**src/rtl/vga_timing_pkg.sv**
```systemverilog
// Shared 640x480@60 Hz timing defaults, colour constants and a helper that
// narrows integer timing constants to the 10-bit counter width.
package vga_timing_pkg;

  localparam int VGA_CLK_DIV      = 4;
  localparam int VGA_H_TOTAL      = 800;
  localparam int VGA_H_SYNC       = 96;
  localparam int VGA_H_DISP_START = 144;
  localparam int VGA_H_DISP_END   = 783;
  localparam int VGA_V_TOTAL      = 525;
  localparam int VGA_V_SYNC       = 2;
  localparam int VGA_V_DISP_START = 35;
  localparam int VGA_V_DISP_END   = 514;

  localparam int CNT_W   = 10;
  localparam int COLOR_W = 12;

  localparam logic [COLOR_W-1:0] BLACK  = 12'h000;
  localparam logic [COLOR_W-1:0] WHITE  = 12'hFFF;
  localparam logic [COLOR_W-1:0] RED    = 12'hF00;
  localparam logic [COLOR_W-1:0] GREEN  = 12'h0F0;
  localparam logic [COLOR_W-1:0] BLUE   = 12'h00F;
  localparam logic [COLOR_W-1:0] PINK   = 12'hF0F;
  localparam logic [COLOR_W-1:0] PURPLE = 12'h80F;
  localparam logic [COLOR_W-1:0] YELLOW = 12'hFF0;

  // Timing constants are small non-negative integers; all counter compares
  // are done at the 10-bit counter width.
  function automatic logic [CNT_W-1:0] cnt10(input int value);
    return CNT_W'(value);
  endfunction

endpackage

```
**src/rtl/pix_en_div.sv**
```systemverilog
// Pixel clock-enable generator: one-clk strobe every CLK_DIV system clocks,
// so the raster logic runs on the fast clock without a derived clock.
module pix_en_div
  import vga_timing_pkg::*;
#(
  parameter int CLK_DIV = VGA_CLK_DIV
) (
  input  logic clk,
  input  logic rst,
  output logic pix_en
);

  localparam logic [3:0] DIV_LAST = 4'(CLK_DIV - 1);

  logic [3:0] div_cnt;

  // Free-running divider 0..CLK_DIV-1; with CLK_DIV=1 it sits at 0 and the strobe stays high.
  always_ff @(posedge clk) begin
    if (!rst) begin
      div_cnt <= '0;
    end else if (div_cnt == DIV_LAST) begin
      div_cnt <= '0;
    end else begin
      div_cnt <= div_cnt + 4'd1;
    end
  end

  assign pix_en = (div_cnt == DIV_LAST);

endmodule

```
**src/rtl/vga_timing_gen.sv**
```systemverilog
// VGA raster timing: pixel/line counters, visible-window decode, registered
// colour and sync pins (one pixel behind the counters) and line/frame strobes.
module vga_timing_gen
  import vga_timing_pkg::*;
#(
  parameter int CLK_DIV      = VGA_CLK_DIV,
  parameter int H_TOTAL      = VGA_H_TOTAL,
  parameter int H_SYNC       = VGA_H_SYNC,
  parameter int H_DISP_START = VGA_H_DISP_START,
  parameter int H_DISP_END   = VGA_H_DISP_END,
  parameter int V_TOTAL      = VGA_V_TOTAL,
  parameter int V_SYNC       = VGA_V_SYNC,
  parameter int V_DISP_START = VGA_V_DISP_START,
  parameter int V_DISP_END   = VGA_V_DISP_END
) (
  input  logic               clk,
  input  logic               rst,
  output logic               pix_en,
  output logic [CNT_W-1:0]   hCount,
  output logic [CNT_W-1:0]   vCount,
  output logic               bright,
  output logic               line_tick,
  output logic               frame_tick,
  input  logic [COLOR_W-1:0] rgb_in,
  output logic [3:0]         vga_r,
  output logic [3:0]         vga_g,
  output logic [3:0]         vga_b,
  output logic               hSync,
  output logic               vSync
);

  localparam logic [CNT_W-1:0] H_LAST    = cnt10(H_TOTAL - 1);
  localparam logic [CNT_W-1:0] V_LAST    = cnt10(V_TOTAL - 1);
  localparam logic [CNT_W-1:0] H_SYNC_W  = cnt10(H_SYNC);
  localparam logic [CNT_W-1:0] V_SYNC_W  = cnt10(V_SYNC);
  localparam logic [CNT_W-1:0] H_VIS_LO  = cnt10(H_DISP_START);
  localparam logic [CNT_W-1:0] H_VIS_HI  = cnt10(H_DISP_END);
  localparam logic [CNT_W-1:0] V_VIS_LO  = cnt10(V_DISP_START);
  localparam logic [CNT_W-1:0] V_VIS_HI  = cnt10(V_DISP_END);

  logic               line_end;
  logic [COLOR_W-1:0] rgb_q;

  pix_en_div #(
    .CLK_DIV(CLK_DIV)
  ) u_pix_en_div (
    .clk   (clk),
    .rst   (rst),
    .pix_en(pix_en)
  );

  assign line_end = pix_en && (hCount == H_LAST);

  // Raster position: column advances each pixel, line advances when the column wraps.
  always_ff @(posedge clk) begin
    if (!rst) begin
      hCount <= '0;
      vCount <= '0;
    end else if (pix_en) begin
      if (hCount == H_LAST) begin
        hCount <= '0;
        vCount <= (vCount == V_LAST) ? '0 : vCount + 10'd1;
      end else begin
        hCount <= hCount + 10'd1;
      end
    end
  end

  assign bright = (hCount >= H_VIS_LO) && (hCount <= H_VIS_HI) &&
                  (vCount >= V_VIS_LO) && (vCount <= V_VIS_HI);

  // Pin stage: colour blanked outside the window, syncs active-low, all loaded together once per pixel.
  always_ff @(posedge clk) begin
    if (!rst) begin
      rgb_q <= '0;
      hSync <= 1'b1;
      vSync <= 1'b1;
    end else if (pix_en) begin
      rgb_q <= bright ? rgb_in : '0;
      hSync <= (hCount >= H_SYNC_W);
      vSync <= (vCount >= V_SYNC_W);
    end
  end

  assign vga_r = rgb_q[11:8];
  assign vga_g = rgb_q[7:4];
  assign vga_b = rgb_q[3:0];

  // End-of-line and end-of-visible-frame strobes, one clk wide, cleared by reset so an aborted frame emits nothing.
  always_ff @(posedge clk) begin
    if (!rst) begin
      line_tick  <= 1'b0;
      frame_tick <= 1'b0;
    end else begin
      line_tick  <= line_end;
      frame_tick <= line_end && (vCount == V_VIS_HI);
    end
  end

endmodule

```
**config.mk**
```make
export PLATFORM = sky130hd
export DESIGN_NAME = vga_timing_gen
export DESIGN_NICKNAME = d
export VERILOG_FILES = /design/src/rtl/vga_timing_pkg.sv /design/src/rtl/pix_en_div.sv /design/src/rtl/vga_timing_gen.sv
export SDC_FILE = /design/constraint.sdc
export NUM_CORES = 1
export LEC_CHECK = 0
export ABC_AREA = 1
export CAP_MARGIN = 20
export CELL_PAD_IN_SITES_DETAIL_PLACEMENT = 0
export CELL_PAD_IN_SITES_GLOBAL_PLACEMENT = 1
export CORE_MARGIN = 1.5
export CORE_UTILIZATION = 31
export CTS_CLUSTER_SIZE = 8
export DETAILED_ROUTE_END_ITERATION = 8
export PLACE_DENSITY = 0.83
export SYNTH_ARGS = -nofsm -noshare
export SYNTH_HDL_FRONTEND = slang
export SYNTH_SLANG_ARGS = --single-unit
```
**constraint.sdc**
```tcl
create_clock -name clk -period 1.55 [get_ports clk]
set_clock_uncertainty 0.15 [all_clocks]
set_input_delay 0.155 -clock clk [delete_from_list [all_inputs] [get_ports clk]]
set_output_delay 0.155 -clock clk [all_outputs]
set_load 0.01 [all_outputs]
```
==> results.toml <==
[logic_synthesis]
yosys.area.top_type = "dfxtp_1"
ys_ff_latch = 40
ys_types = 28
ys.warnings.count = 0
syn_area_per_cell_um2 = 6.95
yosys.area.top_type_share_pct = 38.8
synthCells = 297
syn_nets = 317
yosysSeqAreaShare_pct = 38.8
synth_area_leaders = "dfxtp_1, nand2_1, inv_1"
syn_area_um2 = 2060

[placed_design]
dp_hpwl_um = 4160
port_buffers = 51
gp_congestion = 0.856

[min_path]
hp-class = "reg -> reg"
worst_hold_path.num_cells = 2
holdCritStartpoint = "rgb_q[0]"
whs_endpoint = "rgb_q[0]"

[cells_and_area]
fin_util_pct = 57.5
drive_gt1_share_pct = 40.0
syn2layout_area_growth_pct = 77.8
diodes = 0
final_nets = 442

[pwr]
intPower_mw = 1.65
p_comb_share_pct = 11.2
ir_drop_v = 0.000435
power_density_nw_per_um2 = 600
p_sw_mw = 0.546
finalPower_mw = 2.20
p_leak_nw = 1.72
p_seq_share_pct = 48.0
clkPwrFrac_pct = 40.8
p_sw_share_pct = 24.8

[worst_setup_path]
worstPathRequired_ps = 1240
r2r_slack_ps = -90
r2r-end = "vCount[3]"
worstPathMaxFanout = 3
worst_r2r_path_depth = 12
crit_type = "reg -> out"
crit_arrival_ps = 1420
end_kind = "primary output"
reg2reg_from = "vCount[1]"
start_kind = "flop"

[global_route]
grt_pass1_vias = 2105
grt_use_total_pct = 16.6
grt_pass1_wl_um = 9740
overflow = 0
grt_start_max_net_pins = 15
antenna_found_initial = 0

[timing]
setup_violations = 8
period_minus_slack_ps = 1730
finalHoldViolCount = 0
drv_slew = 0
tightest_slew_ps = 389
rsz0062_at_grt = "yes"
fin_crit_sh_pct = 111
fmax_ghz = 0.579
slew_headroom_pct = 74.0
worst_slack_ps = -178

[drt]
wirelength_um = 6220
drc = 0
first_pass_iters = 4
wire_per_inst_um = 12.4
drtIter0Drc = 69
viasPerCell = 4.60
ant_nets = 0
vias = 2300

[floorplanning]
initial_core_util_pct = 32.3
row_count = 29
dieHeight_um = 84.6
die-area_um2 = 7160
die_w_um = 84.6
ios = 52
core_um2 = 6390

[run]
maxCapViolCount = 0

[clocking]
cts.path.max_buffers = 2
clk_pin_slew_ps = 80
h-tree-depth = 2
clkSinkCount = 40
clk_latency_ps = 300
cts_hold_buf = 0
numCtsBuffers = 5
cts_tree = "done"
cts-root-buf = "clkbuf_8"

[outcome]
violations = "setup timing"
status = "finished, violations left"
-- worst max-delay path by stage --
| stage | to | cells after the start | from | slack [ps] |
|---|---|---|---|---|
| CTS | bright | 7 | vCount[1] | -190 |
| global route | bright | 7 | vCount[1] | -230 |
| finish | bright | 6 | vCount[1] | -180 |
| floorplan | vCount[9] | 8 | hCount[0] | 6 |
| detailed placement | bright | 7 | vCount[0] | -350 |
| global placement | bright | 7 | vCount[0] | -310 |
-- layout by cell type, fill, tap and decap left out, types with 3 or more instances in the layout --
master           count
nand2_1             67
buf_4               63
inv_1               36
dfxtp_1             30
clkdlybuf4s50_1     26
nor2_1              24
dlygate4sd2_1       20
nor2_4              18
nand3_2             15
nand3_1             14
inv_2               13
nor2_2               9
dfxtp_2              9
nand4_1              8
o21ai_0              7
buf_6                7
a21oi_1              6
xor2_1               5
ha_4                 5
clkbuf_8             5
nand2_4              3
nand2_2              3
o21ai_1              3
a21oi_2              3
dlymetal6s2s_1       3
-- synth_stat cells (all sizes together) --
library cell	count
a211oi	1
nand3	30
and2	1
clkbuf	2
or2	1
inv	50
ha	6
buf	2
a22oi	1
o21bai	1
a21oi	9
nand4	8
dfxtp	40
xor2	5
nor2	52
a41oi	1
o21ai	11
nor3	1
nand2	75
-- worst max-delay path, stage by stage, from the launching register on --
cell,delay [ps]
dfxtp_4,360
buf_6,130
ha_4,150
nand4_1,110
nand3_2,100
and2_4,170
buf_6,110
-- final cells by class --
| class | count | area, µm² |
|---|---|---|
| fillers | 578 | 2720 |
| clock buffers | 5 | 68.8 |
| multi-input cells | 203 | 1360 |
| well taps | 77 | 96.3 |
| clock inverters | 3 | 47.5 |
| repair buffers | 122 | 1090 |
| inverters | 50 | 190 |
| flip-flops and latches | 40 | 816 |
-- per-layer routing --
layer	vias up	track usage [%]	part of all wire, %
met5	-	0	0
met4	0	4.25	1.7
met3	12	3.44	4.9
met2	59	26.5	48
met1	1050	23.0	46
li1	1179	-	-
-- power groups by stage --
stage / registers [mW] / logic (mW) / clock network, mW
2_1_floorplan: 1.08 / 0.0741 / 0
3_3_place_gp: 1.07 / 0.176 / 0
3_5_place_dp: 1.08 / 0.176 / 0
4_1_cts: 1.06 / 0.201 / 0.905
5_1_grt: 1.06 / 0.268 / 0.948
6_report: 1.06 / 0.247 / 0.897
-- per-stage QoR --
step | instance area [µm²] | TNS, ps | worst slack [ps] | std cells | hold WS, ps
CTS | 3370 | -303 | -193 | 493 | 311
global route | 3670 | -1670 | -234 | 500 | 327
detailed placement | 3090 | -1480 | -352 | 481 | 298
global placement | 3090 | -1310 | -312 | 481 | 289
floorplan | 2060 | 0 | 5.57 | 297 | 173
finish | 3670 | -341 | -178 | 500 | 304
-- logic make-up after synthesis --
logic type                 after synthesis  synth area share, %
and+or+nand+nor                        168                 37.9
buffers and inverters                   54                 11.2
DFF                                     40                 38.8
AOI/OAI and AO/OA                       24                 6.36
adders and majority gates                6                 3.64
xor gates and xnor gates                 5                 2.12
-- flip-flops by register name, summed over array words and instances (netlist names) --
register              flops
rgb_q                    12
hCount                   10
vCount                   10
u_pix_en_div.div_cnt      4
frame_tick                1
hSync                     1
line_tick                 1
vSync                     1
-- repair_timing --
| action | in CTS | in global routing |
|---|---|---|
| gates cloned | 0 | 1 |
| endpoints found under the setup margin | 49 | 34 |
| hold endpoints to repair | 0 | 0 |
| buffers inserted | 5 | 7 |
| gates resized for setup | 72 | 62 |
| pin swaps | 17 | 33 |
(Power assumes the default switching activity.)
